===== src/rtl/cdb_slot_scheduler_pkg.sv =====
// Shared constants and types for the CDB slot scheduler.
package cdb_slot_scheduler_pkg;

  localparam int unsigned MulLatDefault = 4;
  localparam int unsigned DivLatDefault = 7;

  // Requester index, ordered as the CDB select mux expects.
  typedef enum logic [1:0] {
    ReqInt = 2'd0,
    ReqLsb = 2'd1,
    ReqMul = 2'd2,
    ReqDiv = 2'd3
  } cdb_req_e;

  function automatic int unsigned slotWidth(input int unsigned divLat);
    return divLat + 1;
  endfunction

endpackage


===== src/rtl/cdb_slot_scheduler_if.sv =====
// Request/grant bundle between the issue queues and the CDB slot scheduler.
interface cdb_slot_scheduler_if;

  logic IntQ_Ready;
  logic LsbQ_Ready;
  logic MulQ_Ready;
  logic DivQ_Ready;
  logic Cdb_Flush;
  logic Mul_Done;
  logic Div_Done;
  logic Iss_Int;
  logic Iss_Lsb;
  logic Iss_Mul;
  logic Iss_Div;
  logic Div_Busy;
  logic Sched_Err;

  // Scheduler side.
  modport master (
    input  IntQ_Ready, LsbQ_Ready, MulQ_Ready, DivQ_Ready, Cdb_Flush, Mul_Done, Div_Done,
    output Iss_Int, Iss_Lsb, Iss_Mul, Iss_Div, Div_Busy, Sched_Err
  );

  // Queue / execution-unit side.
  modport slave (
    output IntQ_Ready, LsbQ_Ready, MulQ_Ready, DivQ_Ready, Cdb_Flush, Mul_Done, Div_Done,
    input  Iss_Int, Iss_Lsb, Iss_Mul, Iss_Div, Div_Busy, Sched_Err
  );

endinterface


===== src/rtl/cdb_rr_arb2.sv =====
// Two-requester round-robin arbiter for the integer ALU and load/store buffer.
module cdb_rr_arb2 (
  input  logic Clk,
  input  logic Resetb,
  input  logic en_i,
  input  logic intReq_i,
  input  logic lsbReq_i,
  output logic intGnt_o,
  output logic lsbGnt_o
);

  logic rrQ, rrD;

  // rrQ=1 prefers Lsb; the last winner loses the next contended cycle.
  always_comb begin
    intGnt_o = en_i & intReq_i & (~lsbReq_i | ~rrQ);
    lsbGnt_o = en_i & lsbReq_i & (~intReq_i | rrQ);
    rrD      = rrQ;
    if (intGnt_o) begin
      rrD = 1'b1;
    end else if (lsbGnt_o) begin
      rrD = 1'b0;
    end
  end

  always_ff @(posedge Clk or negedge Resetb) begin
    if (!Resetb) begin
      rrQ <= 1'b0;
    end else begin
      rrQ <= rrD;
    end
  end

endmodule


===== src/rtl/cdb_slot_scheduler.sv =====
// Owns the CDB schedule: grants the current slot to Int/Lsb and books future
// slots for the fixed-latency multiplier and divider.
module cdb_slot_scheduler
  import cdb_slot_scheduler_pkg::*;
#(
  parameter int unsigned MUL_LAT = MulLatDefault,
  parameter int unsigned DIV_LAT = DivLatDefault
) (
  input logic                  Clk,
  input logic                  Resetb,
  cdb_slot_scheduler_if.master bus
);

  localparam int unsigned SLOT_W = slotWidth(DIV_LAT);
  localparam int unsigned CntW   = $clog2(DIV_LAT);

  logic [SLOT_W-1:0] slotQ, slotD;
  logic [CntW-1:0]   divCntQ, divCntD;
  logic              errQ, errD;
  logic              issMul, issDiv, arbEn;

  // Grants are forced low while reset is held, independent of registered state.
  always_comb begin
    issMul = Resetb & bus.MulQ_Ready & ~slotQ[MUL_LAT];
    issDiv = Resetb & bus.DivQ_Ready & (divCntQ == '0) & ~slotQ[DIV_LAT];
    arbEn  = Resetb & ~slotQ[0] & ~bus.Cdb_Flush;
  end

  cdb_rr_arb2 u_arb (
    .Clk      (Clk),
    .Resetb   (Resetb),
    .en_i     (arbEn),
    .intReq_i (bus.IntQ_Ready),
    .lsbReq_i (bus.LsbQ_Ready),
    .intGnt_o (bus.Iss_Int),
    .lsbGnt_o (bus.Iss_Lsb)
  );

  always_comb begin
    slotD = (slotQ >> 1)
          | (SLOT_W'(issMul) << (MUL_LAT - 1))
          | (SLOT_W'(issDiv) << (DIV_LAT - 1));

    divCntD = divCntQ;
    if (issDiv) begin
      divCntD = CntW'(DIV_LAT - 1);
    end else if (divCntQ != '0) begin
      divCntD = divCntQ - CntW'(1);
    end

    // A completion must land exactly on a booked slot, and never two at once.
    errD = errQ
         | ((bus.Mul_Done | bus.Div_Done) != slotQ[0])
         | (bus.Mul_Done & bus.Div_Done);
  end

  always_ff @(posedge Clk or negedge Resetb) begin
    if (!Resetb) begin
      slotQ   <= '0;
      divCntQ <= '0;
      errQ    <= 1'b0;
    end else begin
      slotQ   <= slotD;
      divCntQ <= divCntD;
      errQ    <= errD;
    end
  end

  assign bus.Iss_Mul   = issMul;
  assign bus.Iss_Div   = issDiv;
  assign bus.Div_Busy  = (divCntQ != '0);
  assign bus.Sched_Err = errQ;

endmodule


===== src/flat_wrapper.sv =====
// flat-port wrapper written by rule: the top's interface ports become plain ports
module cdb_slot_scheduler_flat import cdb_slot_scheduler_pkg::*;
#(
  parameter int unsigned MUL_LAT = MulLatDefault,
  parameter int unsigned DIV_LAT = DivLatDefault
)
  (Clk, Resetb, bus_IntQ_Ready, bus_LsbQ_Ready, bus_MulQ_Ready, bus_DivQ_Ready, bus_Cdb_Flush, bus_Mul_Done, bus_Div_Done, bus_Iss_Int, bus_Iss_Lsb, bus_Iss_Mul, bus_Iss_Div, bus_Div_Busy, bus_Sched_Err);
  cdb_slot_scheduler_if bus_i ();
  input logic Clk;
  input logic Resetb;
  input wire logic [$bits(bus_i.IntQ_Ready)-1:0] bus_IntQ_Ready;
  input wire logic [$bits(bus_i.LsbQ_Ready)-1:0] bus_LsbQ_Ready;
  input wire logic [$bits(bus_i.MulQ_Ready)-1:0] bus_MulQ_Ready;
  input wire logic [$bits(bus_i.DivQ_Ready)-1:0] bus_DivQ_Ready;
  input wire logic [$bits(bus_i.Cdb_Flush)-1:0] bus_Cdb_Flush;
  input wire logic [$bits(bus_i.Mul_Done)-1:0] bus_Mul_Done;
  input wire logic [$bits(bus_i.Div_Done)-1:0] bus_Div_Done;
  output wire logic [$bits(bus_i.Iss_Int)-1:0] bus_Iss_Int;
  output wire logic [$bits(bus_i.Iss_Lsb)-1:0] bus_Iss_Lsb;
  output wire logic [$bits(bus_i.Iss_Mul)-1:0] bus_Iss_Mul;
  output wire logic [$bits(bus_i.Iss_Div)-1:0] bus_Iss_Div;
  output wire logic [$bits(bus_i.Div_Busy)-1:0] bus_Div_Busy;
  output wire logic [$bits(bus_i.Sched_Err)-1:0] bus_Sched_Err;
  assign bus_i.IntQ_Ready = bus_IntQ_Ready;
  assign bus_i.LsbQ_Ready = bus_LsbQ_Ready;
  assign bus_i.MulQ_Ready = bus_MulQ_Ready;
  assign bus_i.DivQ_Ready = bus_DivQ_Ready;
  assign bus_i.Cdb_Flush = bus_Cdb_Flush;
  assign bus_i.Mul_Done = bus_Mul_Done;
  assign bus_i.Div_Done = bus_Div_Done;
  assign bus_Iss_Int = bus_i.Iss_Int;
  assign bus_Iss_Lsb = bus_i.Iss_Lsb;
  assign bus_Iss_Mul = bus_i.Iss_Mul;
  assign bus_Iss_Div = bus_i.Iss_Div;
  assign bus_Div_Busy = bus_i.Div_Busy;
  assign bus_Sched_Err = bus_i.Sched_Err;
  cdb_slot_scheduler #(.MUL_LAT(MUL_LAT), .DIV_LAT(DIV_LAT)) u_core (.Clk(Clk), .Resetb(Resetb), .bus(bus_i));
endmodule

===== config.mk =====
export PLATFORM = sky130hd
export DESIGN_NAME = cdb_slot_scheduler_flat
export DESIGN_NICKNAME = d
export VERILOG_FILES = /design/src/rtl/cdb_slot_scheduler_pkg.sv /design/src/rtl/cdb_slot_scheduler_if.sv /design/src/rtl/cdb_rr_arb2.sv /design/src/rtl/cdb_slot_scheduler.sv /design/src/flat_wrapper.sv
export SDC_FILE = /design/constraint.sdc
export NUM_CORES = 1
export LEC_CHECK = 0
export CAP_MARGIN = 5
export CORE_UTILIZATION = 35
export DETAILED_ROUTE_END_ITERATION = 10
export MAX_ROUTING_LAYER = met4
export PLACE_DENSITY = 0.72
export RECOVER_POWER = 100
export SYNTH_ARGS = -nofsm -noshare
export SYNTH_HDL_FRONTEND = slang
export SYNTH_SLANG_ARGS = --single-unit

===== constraint.sdc =====
create_clock -name Clk -period 1.8 [get_ports Clk]
set_clock_uncertainty 0.2 [all_clocks]
set_input_delay 0.18 -clock Clk [delete_from_list [all_inputs] [get_ports Clk]]
set_output_delay 0.18 -clock Clk [all_outputs]
set_load 0.02 [all_outputs]

==> summary.md <==
| Metric | Value |
|---|---|
| Outcome | complete, no violations |
| Slew margin rel. | 0.769 |
| Max Fclk | 580 MHz |
| Worst path top cell family by delay | buffers and inverters |
| First-pass GRT wire length | 1350 um |
| Reg-to-Reg End | u_core.divCntQ[2] |
| Std-Cell Rows | 13 |
| # DRC | 0 |
| CTS tree | done |
| DRT Pass-1 Iters | 2 |
| Worst reg2reg path startpoint | u_core.divCntQ[0] |
| Gp weighted congestion | 0.670 |
| Initial antenna violation count | 0 |
| Core ar. | 1320 um^2 |
| ANT cells | 0 |
| WS Path Type | in2out |
| Buf/Inv on CP | 2 |
| Critical Path Source Type | primary input |
| CTS clk-pin slew, worst paths | 0.07 ns |
| Slowest CP cell | dlygate4sd3_1 |
| Share of layout cells above drive strength 1 | 0.309 |
| Crit share post-route | 0.958 |
| Root Buffer Master | clkbuf_4 |
| Cell-internal power | 584 uW |
| Worst skew pair latency | 0.27 ns |
| Nets | 81 |
| Fill cells | 116 |
| Combinational share of power | 0.375 |
| Register share of total power | 0.436 |
| Post-synth top area share | 0.600 |
| Post-Synthesis Mean Instance Area | 12.5 um^2 |
| Vias in the first global route | 332 |
| Sw frac | 0.292 |
| Final Hold Fails | 0 |
| Clock Sinks | 12 |
| Post-route ant nets | 0 |
| Max IR drop VDD | 0.678 mV |
| P_leak | 0.351 nW |
| Synth warnings | 0 |
| Share of the yosys chip area belonging to registers | 0.600 |
| Largest net degree at the start of global routing | 10 |
| Worst slew pin tran | 0.347 ns |
| Vias per cell | 4.58 |
| Synthesized flop and latch total | 12 |
| Critical Path Sink Type | primary output |
| Die area | 1590 um^2 |
| DIE HEIGHT | 39.8 um |
| WP depth | 5 |
| CP max stage delay | 0.56 ns |
| Switching power total | 241 uW |
| Initial Utilization | 0.380 |
| Final Slew Violations | 0 |
| Min Tclk post-route | 1.72 ns |
| Die Width | 39.8 um |
| # IOs | 15 |
| Routed WL per cell | 9.83 um |
| WP data arrival | 1.34 ns |
| Worst hold slack | 0.113 ns |
| Iter 0 DRT Violations | 1 |
| Via Count | 380 |
| Cell variety after synth | 17 |
| Post-Syn Nets | 51 |
| H-tree levels | 1 |
| Placed cell area | 734 um^2 |
| Leading area contributor after synthesis | dfrtp_1 |
| Worst Hold Class | in2async |
| Final core utilization | 0.548 |
| CP Cell Sequence | dlygate4sd3_1 > nor3b_4 > nand2_1 > a21oi_1 > clkbuf_2 |
| Cell count after synthesis | 40 |
| Unrepaired setup endpoints after global routing | no |
| Setup TNS | 0 ns |
| Post-DP HPWL | 613 um |
| Total Wirelength | 816 um |
| Final Setup Violations | 0 |
| Max Cap Viol | 0 |
| Clock Path Buffers | 2 |
| Critical path required time | 1.42 ns |
| Design Area, Final | 722 um^2 |
| Synth top area cells | dfrtp_1, nand2b_4, ha_1, a21oi_1, nand2b_1 |
| Area grow syn2layout | 44.2% |
| Clock network power share | 0.189 |
| IO Port Bufs | 14 |
| Reg2Reg Setup Slack | 0.34 ns |
| Mapped Area | 500 um^2 |
| GR Overflow Total | 0 |
| CTS buffer count | 3 |
| Total GRT Usage | 0.137 |
| CTS Hold Buffers Added | 0 |
| Pwr/cell area | 1140 nW/um^2 |
| CP max FO | 4 |
| Path depth of the worst reg2reg path | 6 |
## placed cells by master, fill, tap and decap left out, drive strengths merged
| master | count |
|---|---|
| a21oi | 4 |
| a311oi | 1 |
| a31oi | 1 |
| and3 | 1 |
| buf | 9 |
| clkbuf | 10 |
| clkdlybuf4s50 | 7 |
| dfrtp | 12 |
| dlygate4sd3 | 2 |
| ha | 2 |
| inv | 2 |
| mux2i | 1 |
| nand2 | 3 |
| nand2b | 5 |
| nand3b | 1 |
| nor2 | 3 |
| nor2b | 1 |
| nor3b | 1 |
| o21ai | 1 |
| xor2 | 1 |
## kinds of logic after synthesis
group,synth area share
compound gates,0.0800
buf+inv,0.0150
simple gates,0.218
flops,0.600
xor+xnor,0.0175
mux,0.0200
fa+ha+maj,0.0500
## through the flow
stage	worst slack, ns	total power, mW	instances
after detailed placement	-0.277	0.710	79
after floorplan	0.319	0.542	40
after CTS	0.00517	0.872	82
after global routing	0.0154	0.898	83
after global placement	-0.268	0.702	79
final	0.0763	0.825	83
## layer usage
layer | track usage | part of all wire | up-vias
met5 | - | 0 | -
met3 | 0.0511 | 0.083 | 2
li1 | - | - | 193
met1 | 0.171 | 0.49 | 169
met2 | 0.201 | 0.41 | 16
met4 | 0.0517 | 0.011 | 0
## power by group through the flow
stage | registers [mW] | clock network (mW) | logic [mW]
finish | 0.360 | 0.156 | 0.309
global route | 0.367 | 0.180 | 0.350
CTS | 0.362 | 0.165 | 0.345
detailed placement | 0.367 | 0 | 0.343
global placement | 0.364 | 0 | 0.338
floorplan | 0.363 | 0 | 0.179
## registers in the layout (all words and copies together) (netlist names)
| register | count |
|---|---|
| u_core.bus.Sched_Err | 1 |
| u_core.divCntQ | 3 |
| u_core.slotQ | 7 |
| u_core.u_arb.rrQ | 1 |
## layout make-up
class	count	area [um^2]	share of cell area
Tap cell	15	18.8	0.0260
Sequential cell	12	300	0.416
Clock buffer	3	22.5	0.0312
Multi-Input combinational cell	26	183	0.253
Timing Repair Buffer	25	190	0.263
Inverter	2	7.51	0.0104
## cells in the mapped netlist
library cell,number
dfrtp_1,12
a21oi_1,4
nand2_1,3
nand2b_1,3
nor2_1,3
ha_1,2
inv_1,2
nand2b_4,2
a311oi_1,1
a31oi_1,1
and3_2,1
mux2i_1,1
nand3b_1,1
nor2b_1,1
nor3b_4,1
o21ai_0,1
xor2_1,1
## worst max path at each step
stage                       from          end  slack [ns]
3_5_place_dp              Resetb  bus_Iss_Lsb       -0.28
3_3_place_gp              Resetb  bus_Iss_Lsb       -0.27
5_1_grt                   Resetb  bus_Iss_Int        0.02
2_1_floorplan  u_core.divCntQ[0]  bus_Iss_Div        0.32
6_report                  Resetb  bus_Iss_Int        0.08
4_1_cts        u_core.divCntQ[0]  bus_Iss_Div       0.005
## repair_timing
| action | in CTS | in global routing |
|---|---|---|
| hold endpoints to repair | 0 | 0 |
| resized for setup | 13 | 6 |
| endpoints found under the setup margin | 5 | 5 |
| pin swaps | 0 | 1 |
| buffers inserted | 0 | 1 |
No activity file was read; power rests on OpenSTA's default activity.
